`src/rtl/ps2_keymap.sv`:
```
// ps2_keymap: translates PS/2 set-2 scan-code bytes into ASCII characters.
//
// Ports:
//   clk          system clock
//   reset        asynchronous active-low reset
//   scan_code    byte from the PS/2 receiver
//   scan_valid   one-cycle strobe qualifying scan_code
//   ascii_out    translated character (held while waiting for the consumer)
//   ascii_valid  ascii_out holds an unconsumed character
//   ascii_ready  consumer accepts ascii_out when high together with ascii_valid
//   caps_led     current caps-lock state
//   key_count    characters loaded into the output register, wraps at 256
//   overflow     sticky, set when a character is dropped because the output is full
//
// State table (prefix tracker):
//   state   | meaning
//   IDLE    | no prefix pending; next byte is a make code or a prefix
//   BRK     | F0 seen; next byte is a break code
//   EXT     | E0 seen; next byte is an extended make or F0
//   EXT_BRK | E0 F0 seen; next byte is an extended break code
module ps2_keymap #(
  parameter bit CAPS_EN = 1'b1,
  parameter bit CTRL_EN = 1'b1
) (
  input  logic       clk,
  input  logic       reset,
  input  logic [7:0] scan_code,
  input  logic       scan_valid,
  output logic [7:0] ascii_out,
  output logic       ascii_valid,
  input  logic       ascii_ready,
  output logic       caps_led,
  output logic [7:0] key_count,
  output logic       overflow
);

  typedef enum logic [1:0] {
    IDLE    = 2'd0,
    BRK     = 2'd1,
    EXT     = 2'd2,
    EXT_BRK = 2'd3
  } state_t;

  state_t state, state_nxt;

  logic code_make;
  logic code_break;
  logic code_ext;

  logic lshift, rshift, lctrl, rctrl, caps_held;
  logic shift, ctrl;

  logic [4:0] letter_idx;
  logic       digit_hit;
  logic [3:0] digit_val;
  logic       map_hit;
  logic [7:0] map_char;
  logic       new_char;

  assign shift = lshift | rshift;
  assign ctrl  = lctrl | rctrl;

  // State register
  always_ff @(posedge clk or negedge reset) begin
    if (!reset) state <= IDLE;
    else        state <= state_nxt;
  end

  // Next-state logic
  always_comb begin
    state_nxt = state;
    if (scan_valid) begin
      case (state)
        IDLE: begin
          if (scan_code == 8'hF0)      state_nxt = BRK;
          else if (scan_code == 8'hE0) state_nxt = EXT;
          else                         state_nxt = IDLE;
        end
        BRK:     state_nxt = IDLE;
        EXT:     state_nxt = (scan_code == 8'hF0) ? EXT_BRK : IDLE;
        EXT_BRK: state_nxt = IDLE;
        default: state_nxt = IDLE;
      endcase
    end
  end

  // Output decode: classify the current byte as a make or break code
  always_comb begin
    code_make  = 1'b0;
    code_break = 1'b0;
    code_ext   = 1'b0;
    if (scan_valid) begin
      case (state)
        IDLE: begin
          case (scan_code)
            8'hF0, 8'hE0, 8'h00, 8'hAA, 8'hEE, 8'hFA, 8'hFE, 8'hFF: ;
            default: code_make = 1'b1;
          endcase
        end
        BRK: code_break = 1'b1;
        EXT: begin
          if (scan_code != 8'hF0) begin
            code_make = 1'b1;
            code_ext  = 1'b1;
          end
        end
        EXT_BRK: begin
          code_break = 1'b1;
          code_ext   = 1'b1;
        end
        default: ;
      endcase
    end
  end

  // Letter / digit key lookup
  always_comb begin
    letter_idx = 5'd0;
    digit_hit  = 1'b0;
    digit_val  = 4'd0;
    case (scan_code)
      8'h1C: letter_idx = 5'd1;
      8'h32: letter_idx = 5'd2;
      8'h21: letter_idx = 5'd3;
      8'h23: letter_idx = 5'd4;
      8'h24: letter_idx = 5'd5;
      8'h2B: letter_idx = 5'd6;
      8'h34: letter_idx = 5'd7;
      8'h33: letter_idx = 5'd8;
      8'h43: letter_idx = 5'd9;
      8'h3B: letter_idx = 5'd10;
      8'h42: letter_idx = 5'd11;
      8'h4B: letter_idx = 5'd12;
      8'h3A: letter_idx = 5'd13;
      8'h31: letter_idx = 5'd14;
      8'h44: letter_idx = 5'd15;
      8'h4D: letter_idx = 5'd16;
      8'h15: letter_idx = 5'd17;
      8'h2D: letter_idx = 5'd18;
      8'h1B: letter_idx = 5'd19;
      8'h2C: letter_idx = 5'd20;
      8'h3C: letter_idx = 5'd21;
      8'h2A: letter_idx = 5'd22;
      8'h1D: letter_idx = 5'd23;
      8'h22: letter_idx = 5'd24;
      8'h35: letter_idx = 5'd25;
      8'h1A: letter_idx = 5'd26;
      8'h45: begin digit_hit = 1'b1; digit_val = 4'd0; end
      8'h16: begin digit_hit = 1'b1; digit_val = 4'd1; end
      8'h1E: begin digit_hit = 1'b1; digit_val = 4'd2; end
      8'h26: begin digit_hit = 1'b1; digit_val = 4'd3; end
      8'h25: begin digit_hit = 1'b1; digit_val = 4'd4; end
      8'h2E: begin digit_hit = 1'b1; digit_val = 4'd5; end
      8'h36: begin digit_hit = 1'b1; digit_val = 4'd6; end
      8'h3D: begin digit_hit = 1'b1; digit_val = 4'd7; end
      8'h3E: begin digit_hit = 1'b1; digit_val = 4'd8; end
      8'h46: begin digit_hit = 1'b1; digit_val = 4'd9; end
      default: ;
    endcase
  end

  // Character mapping with the modifier state as it stands before this byte
  always_comb begin
    map_hit  = 1'b0;
    map_char = 8'h00;
    if (letter_idx != 5'd0) begin
      map_hit = 1'b1;
      if (CTRL_EN && ctrl)         map_char = {3'b000, letter_idx};
      else if (shift ^ caps_led)   map_char = 8'h40 + {3'b000, letter_idx};
      else                         map_char = 8'h60 + {3'b000, letter_idx};
    end else if (digit_hit) begin
      map_hit = 1'b1;
      if (shift) begin
        case (digit_val)
          4'd0:    map_char = 8'h29; // )
          4'd1:    map_char = 8'h21; // !
          4'd2:    map_char = 8'h40; // @
          4'd3:    map_char = 8'h23; // #
          4'd4:    map_char = 8'h24; // $
          4'd5:    map_char = 8'h25; // %
          4'd6:    map_char = 8'h5E; // ^
          4'd7:    map_char = 8'h26; // &
          4'd8:    map_char = 8'h2A; // *
          default: map_char = 8'h28; // (
        endcase
      end else begin
        map_char = 8'h30 + {4'b0000, digit_val};
      end
    end else begin
      case (scan_code)
        8'h29: begin map_hit = 1'b1; map_char = 8'h20; end
        8'h5A: begin map_hit = 1'b1; map_char = 8'h0A; end
        8'h66: begin map_hit = 1'b1; map_char = 8'h08; end
        8'h0D: begin map_hit = 1'b1; map_char = 8'h09; end
        8'h4E: begin map_hit = 1'b1; map_char = shift ? 8'h5F : 8'h2D; end
        8'h55: begin map_hit = 1'b1; map_char = shift ? 8'h2B : 8'h3D; end
        default: ;
      endcase
    end
  end

  assign new_char = code_make & ~code_ext & map_hit;

  // Modifier and caps-lock tracking
  always_ff @(posedge clk or negedge reset) begin
    if (!reset) begin
      lshift    <= 1'b0;
      rshift    <= 1'b0;
      lctrl     <= 1'b0;
      rctrl     <= 1'b0;
      caps_held <= 1'b0;
      caps_led  <= 1'b0;
    end else if (code_make || code_break) begin
      if (!code_ext) begin
        if (scan_code == 8'h12) lshift <= code_make;
        if (scan_code == 8'h59) rshift <= code_make;
        if (scan_code == 8'h14) lctrl  <= code_make;
        if (scan_code == 8'h58) begin
          caps_held <= code_make;
          // typematic repeats arrive with caps_held set and must not retoggle
          if (CAPS_EN && code_make && !caps_held) caps_led <= ~caps_led;
        end
      end else if (scan_code == 8'h14) begin
        rctrl <= code_make;
      end
    end
  end

  // One-entry output register; a slot freed by a handshake can be refilled the same cycle
  always_ff @(posedge clk or negedge reset) begin
    if (!reset) begin
      ascii_out   <= 8'h00;
      ascii_valid <= 1'b0;
      key_count   <= 8'h00;
      overflow    <= 1'b0;
    end else if (new_char) begin
      if (!ascii_valid || ascii_ready) begin
        ascii_out   <= map_char;
        ascii_valid <= 1'b1;
        key_count   <= key_count + 8'd1;
      end else begin
        overflow <= 1'b1;
      end
    end else if (ascii_valid && ascii_ready) begin
      ascii_valid <= 1'b0;
    end
  end

endmodule

```
`config.mk`:
```
export PLATFORM = sky130hd
export DESIGN_NAME = ps2_keymap
export DESIGN_NICKNAME = d
export VERILOG_FILES = /design/src/rtl/ps2_keymap.sv
export SDC_FILE = /design/constraint.sdc
export NUM_CORES = 1
export LEC_CHECK = 0
export ABC_AREA = 0
export CORE_MARGIN = 2
export CORE_UTILIZATION = 40
export CTS_CLUSTER_SIZE = 14
export DETAILED_ROUTE_END_ITERATION = 16
export GPL_ROUTABILITY_DRIVEN = 0
export PLACE_DENSITY_LB_ADDON = 0.08
export SLEW_MARGIN = 10
export SYNTH_ARGS = -nofsm -noshare
export SYNTH_HDL_FRONTEND = slang
export SYNTH_SLANG_ARGS = --single-unit
```
`constraint.sdc`:
```
create_clock -name clk -period 2.3 [get_ports clk]
set_clock_uncertainty 0.05 [all_clocks]
set_input_delay 0.46 -clock clk [delete_from_list [all_inputs] [get_ports clk]]
set_output_delay 0.46 -clock clk [all_outputs]
set_load 0.1 [all_outputs]
```
Yosys cells after proc, flatten, opt, wreduce, memory -nomap -nowiden:

Memories as Yosys holds them, arrays and structs flattened.
Cells that the tools add are included.

* bitwise logic cells: 8
* multiplexer cells: 29
* equality and inequality tests: 58
* add/subtract/negate cells: 4
* reduce and logical (&&, ||, !) cells: 23

Operator list (count)
* == test 8 x 6 -> 1 bit, second input constant: 23
* one-hot mux 5 bit (26 select lines): 1
* == test 8 x 7 -> 1 bit, second input constant: 13
* == test 8 x 5 -> 1 bit, second input constant: 9
* == test 8 bit, second input constant: 7
* one-hot mux 7 bit (6 select lines): 1
* two-way mux 8 bit: 5
* one-hot mux 4 bit (9 select lines): 1
* adder 7 x 5 -> 8 bit, first input constant: 2
* AND reduction 3 bit: 5
* two-way mux 1 bit: 13
* OR reduction 10 bit: 1
* adder 8 x 1 -> 8 bit, second input constant: 1
* == test 8 x 4 -> 1 bit, second input constant: 1
* zero test 8 bit: 1
* inequality test 8 bit, second input constant: 1
* OR reduction 8 bit: 1
* adder 6 x 4 -> 7 bit, first input constant: 1
* two-way mux 7 bit: 1
* two-way mux 2 bit: 3
* one-hot mux 2 bit (3 select lines): 1
* AND reduction 2 bit: 3
* OR reduction 6 bit: 1
* two-way mux 5 bit: 1
* other kinds (16): 25

* word-level logic and storage cells: 134
* ROM bits: 112
* memories kept: 1
* input port bits: 12
* register bits after elaboration: 26
* output and inout bits: 19

Memories
* (name not given): depth 16, width 7, rd ports 1, clocked after memory_dff 0, write ports 0, line 174 `case (digit_val)`

Longest topological paths before layout:

* word-level depth: 9
* gate-level depth with buffers: 11
* mapped depth without buffers: 7

Worst setup path before layout:

Ideal clock, no wire load.

* path type: input-to-reg
* start: input port scan_code[7]
* end: register key_count[3]
* stages on the path: 8
* data arrival time: 2155 ps
* required time: 2091 ps
* library setup time: 159 ps
* buffers on the path: 2
* slack: -64 ps
* path through: or3b_1 > buf_2 > or4_1 > nand4_1 > o31a_2 > buf_6 > nand4_1 > xnor2_1

* cells in the longest elaborated chain, start to end: 8
* elaborated cells on any way between the ends: 70
* those cells by class: 50 x eq/ne; 11 x mux; 3 x bitwise; 6 x reduce/logical

Ends and longest elaborated chain
* from (decl): line 27 `input logic [7:0] scan_code,`
* == test 8 bit, or another cell as far along: line 95 `case (scan_code)`
* OR reduction 8 bit or two-way mux 1 bit (tied branches): line 95, 102
* two-way mux 1 bit or one-hot mux 1 bit (2 select lines) (tied branches): line 95, 93
* one-hot mux 1 bit (2 select lines) or two-way mux 1 bit (tied branches): line 93, 92
* two-way mux 1 bit or inverter 1 bit (tied branches)
* AND 1 bit: line 202 `assign new_char = code_make & ~code_ext & map_hit;`
* AND 1 bit (*): line 202
* AND reduction 2 bit (no line) (*)
* to (signal assigned): line 240 `key_count <= key_count + 8'd1;`
* to (decl): line 33 `output logic [7:0] key_count,`

Every way passes the cells marked *; elsewhere a longest branch is shown, timed or not.
A chain may end at the register's enable or synchronous reset.

Worst setup path in the final report:

* start: input port scan_code[6]
* end: register ascii_out[4]

* cells in the longest elaborated chain, start to end: 8
* elaborated cells on any way between the ends: 81
* those cells by class: 3 x add/sub; 50 x eq/ne; 18 x mux; 3 x bitwise; 6 x reduce/logical; 1 x memory

Ends and longest elaborated chain
* branches (longest 8 deep; another with adder 7 x 5 -> 8 bit)
* to (signal assigned): line 238 `ascii_out <= map_char;`
* to (decl): line 29 `output logic [7:0] ascii_out,`

Parallel ways; which one is timed is not known.

==> metrics <==
status complete, no violations; Crit. Startpoint scan_code[6]; Total Nets Final 417; Boundary Pins 31; number of buffer cells added on primary ports 29; async set or reset register ratio after synthesis 100%; most used cells in the layout excluding fill and tap cells sky130_fd_sc_hd__buf_4, sky130_fd_sc_hd__dfrtp_1, sky130_fd_sc_hd__nor2_1, sky130_fd_sc_hd__nand2_1; remaining max-slew budget at the tightest pin between 60 and 70%; count of unique library cells instantiated by Yosys 72; most common cell after layout, fill and taps aside sky130_fd_sc_hd__buf_4; Placement Rows 27; Max stage delay on crit path 0.39 ns; initial antenna violation count 0; endpoints failing hold 0; effective utilization at floorplan 41.0%; master cell of the clock root buffer sky130_fd_sc_hd__clkbuf_8; startpoint class of the critical path input port; total congestion overflow after global routing 0; count of flip-flops with a built-in enable after synthesis 0; mean number of vias per cell between 5 and 6; number of pins exceeding their max-slew limit in the final report 0; launch point of the worst reg-to-reg path state[1]; Critical Path, Cell by Cell clkdlybuf4s15_2, buf_6, nor4b_4, buf_4, o211ai_1, o311a_1, nand2_2, o31a_4, buf_12, mux2_4; Static Leak between 1.5 and 2 nW; largest net degree at the start of global routing 26; post-route setup TNS 0 ns; Max VDD drop 0.467 mV; Crit Path Class input port to register; cell type of the slowest stage on the worst timing path sky130_fd_sc_hd__o31a_4; max cap viols 0; Finished Cell Area ~3600 sq um; most instantiated flip-flop cell in the synthesis netlist sky130_fd_sc_hd__dfrtp_1; global-route wire length before repair about 12,000 microns; cell family contributing the most delay on the critical path compound AO/OA/AOI/OAI gates; synthesized instance count 279; signed area change from the synthesized netlist to the final layout 61.9%; combined global-route utilization of all metal layers 24.5%; min Tclk post-route between 2 and 2.5 ns; Clock Sinks 25; Synth Area per Inst approximately 8 sq um; DP Cell Count 445; DRT antenna net count 0; Crit path buffers/inverters 4; final std cells w/o fill between 400 and 500; Inserted Clock Buffers 3; clk slew on worst S/H paths around 0.080 ns; post-synthesis sequential area ratio 27.9%; routed via count roughly 2,700; clock insertion delay at the later pin of the skew report 0.26 ns; measured slew at the worst slew-check pin 0.531 ns; violation count after the first detailed-routing iteration 189; hold path start key_count[7]; capturing element type of the critical path register; cell area reported after detailed placement between 3000 and 4000 sq um; final WL 7770 microns; total standard cell area after synthesis 2250 sq um; detailed-routing iteration count for the pre-antenna-repair pass 5; required time of the worst setup path 2.40 ns; share of final-layout standard cells stronger than drive strength 1 between 40 and 50%; number of hold buffers added after cts 0; TritonCTS clock tree yes; final period utilization 98.4%; average wire per standard cell 16.4 microns; post-detailed-route DRC marker count 0; biggest fanout along the worst timing path 8; PnR Total Power around 2.2 mW; Die Footprint roughly 6200 sq um; RSZ-0062 raised after global routing yes; detailed-placement wirelength estimate 5640 microns; Post-Synthesis Net Count just under 300; die outline height ~80 microns; core area ~5500 sq um; maximum count of clock buffers along a single path 2; arrival time of the worst setup path 2.36 ns; total of fill cells in the finished design 460; Hold Path Class register to register; via count of the first global-routing pass 2,556; Ant. Diodes 0; power density over cell area 601 nW/um^2; Final setup viols 0; synthesis warning total 0; Die W 78.9 microns; FMAX 442 MHz; CTS H-tree depth 1; post-synthesis register bit count 25
-- power breakdown --
part / internal, mW / switching, mW / leakage (nW)
Combinational: 0.375 / 0.936 / 1.25
Sequential: 0.533 / 0.0894 / 0.329
Clock: 0.121 / 0.132 / 0.0255
-- sequential cells by signal, summed over array words and instances, names as in the netlist --
name and flops:
ascii_out 7, lctrl 1, caps_held 1, ascii_valid 1
state 2, rctrl 1, overflow 1, key_count 8
caps_led 1, rshift 1, lshift 1
-- final cells by class --
cell class / instances / area, sq um / share of cell area (%)
inverters: 5 / 18.8 / 0.516
well taps: 72 / 90.1 / 2.48
clock inverters: 1 / 5.00 / 0.138
multi-input cells: 226 / 1690 / 46.6
clock buffers: 3 / 41.3 / 1.14
flip-flops and latches: 25 / 626 / 17.2
repair buffers: 143 / 1160 / 32.0
-- stage by stage --
step	util (%)	hold slack [ns]	worst slack (ns)
floorplan	-	0.114	-0.0562
global placement	57.2	0.392	-0.695
detailed placement	57.2	0.427	-0.680
CTS	63.2	0.439	0.00218
global route	66.4	0.476	-0.0326
finish	66.4	0.436	0.0378
-- layer usage --
layer | up-vias | share of wire [%] | GRT usage, %
li1 | 1299 | - | -
met1 | 1292 | 43 | 32.5
met2 | 82 | 50 | 42.7
met3 | 17 | 4.9 | 2.50
met4 | 0 | 2.0 | 6.38
met5 | - | 0 | 0
-- worst paths after layout --
kind / to / slack [ns] / cells past startpoint
max in group asynchronous: ascii_out[1] / 1.45 / 2
min: key_count[7] / 0.44 / 1
max: ascii_out[4] / 0.04 / 10
max reg2reg: ascii_out[4] / 0.39 / 7
min reg2reg: key_count[7] / 0.44 / 1
min in group asynchronous: state[0] / 0.50 / 2
-- cells by family after synthesis --
kind of cell,synth area share (%)
compound gates,22.8
xor+xnor,4.68
fa+ha+maj,0.557
buf+inv,6.69
flops,27.9
mux,2.40
other cells,0.167
simple gates,34.9
-- worst reg2reg max path, delay by kind of cell, from the launching register on --
kind	cells	cell delay (ns)
AOI/OAI and AO/OA	2	0.36
and+or+nand+nor	3	0.55
DFF	1	0.41
muxes	1	0.30
buffers and inverters	1	0.13
-- cells in the mapped netlist, types with 8 or more instances --
library cell / count / area share (%)
sky130_fd_sc_hd__dfrtp_1: 25 / 28
sky130_fd_sc_hd__nor2_1: 25 / 4.2
sky130_fd_sc_hd__nand2_1: 22 / 3.7
sky130_fd_sc_hd__o21ai_0: 16 / 3.6
sky130_fd_sc_hd__buf_2: 12 / 2.7
sky130_fd_sc_hd__nand4_1: 12 / 3.3
sky130_fd_sc_hd__nand3_1: 11 / 2.5
sky130_fd_sc_hd__nor3_1: 10 / 2.2
sky130_fd_sc_hd__xnor2_1: 10 / 3.9
sky130_fd_sc_hd__nand2b_1: 8 / 2.2
-- repair_timing --
item,4_1_cts,5_1_grt
buffers inserted,16,8
pin swaps,16,23
cloned,1,1
gates resized for setup,54,35
endpoints found under the setup margin,23,23
No activity file was read; power rests on OpenSTA's default activity.
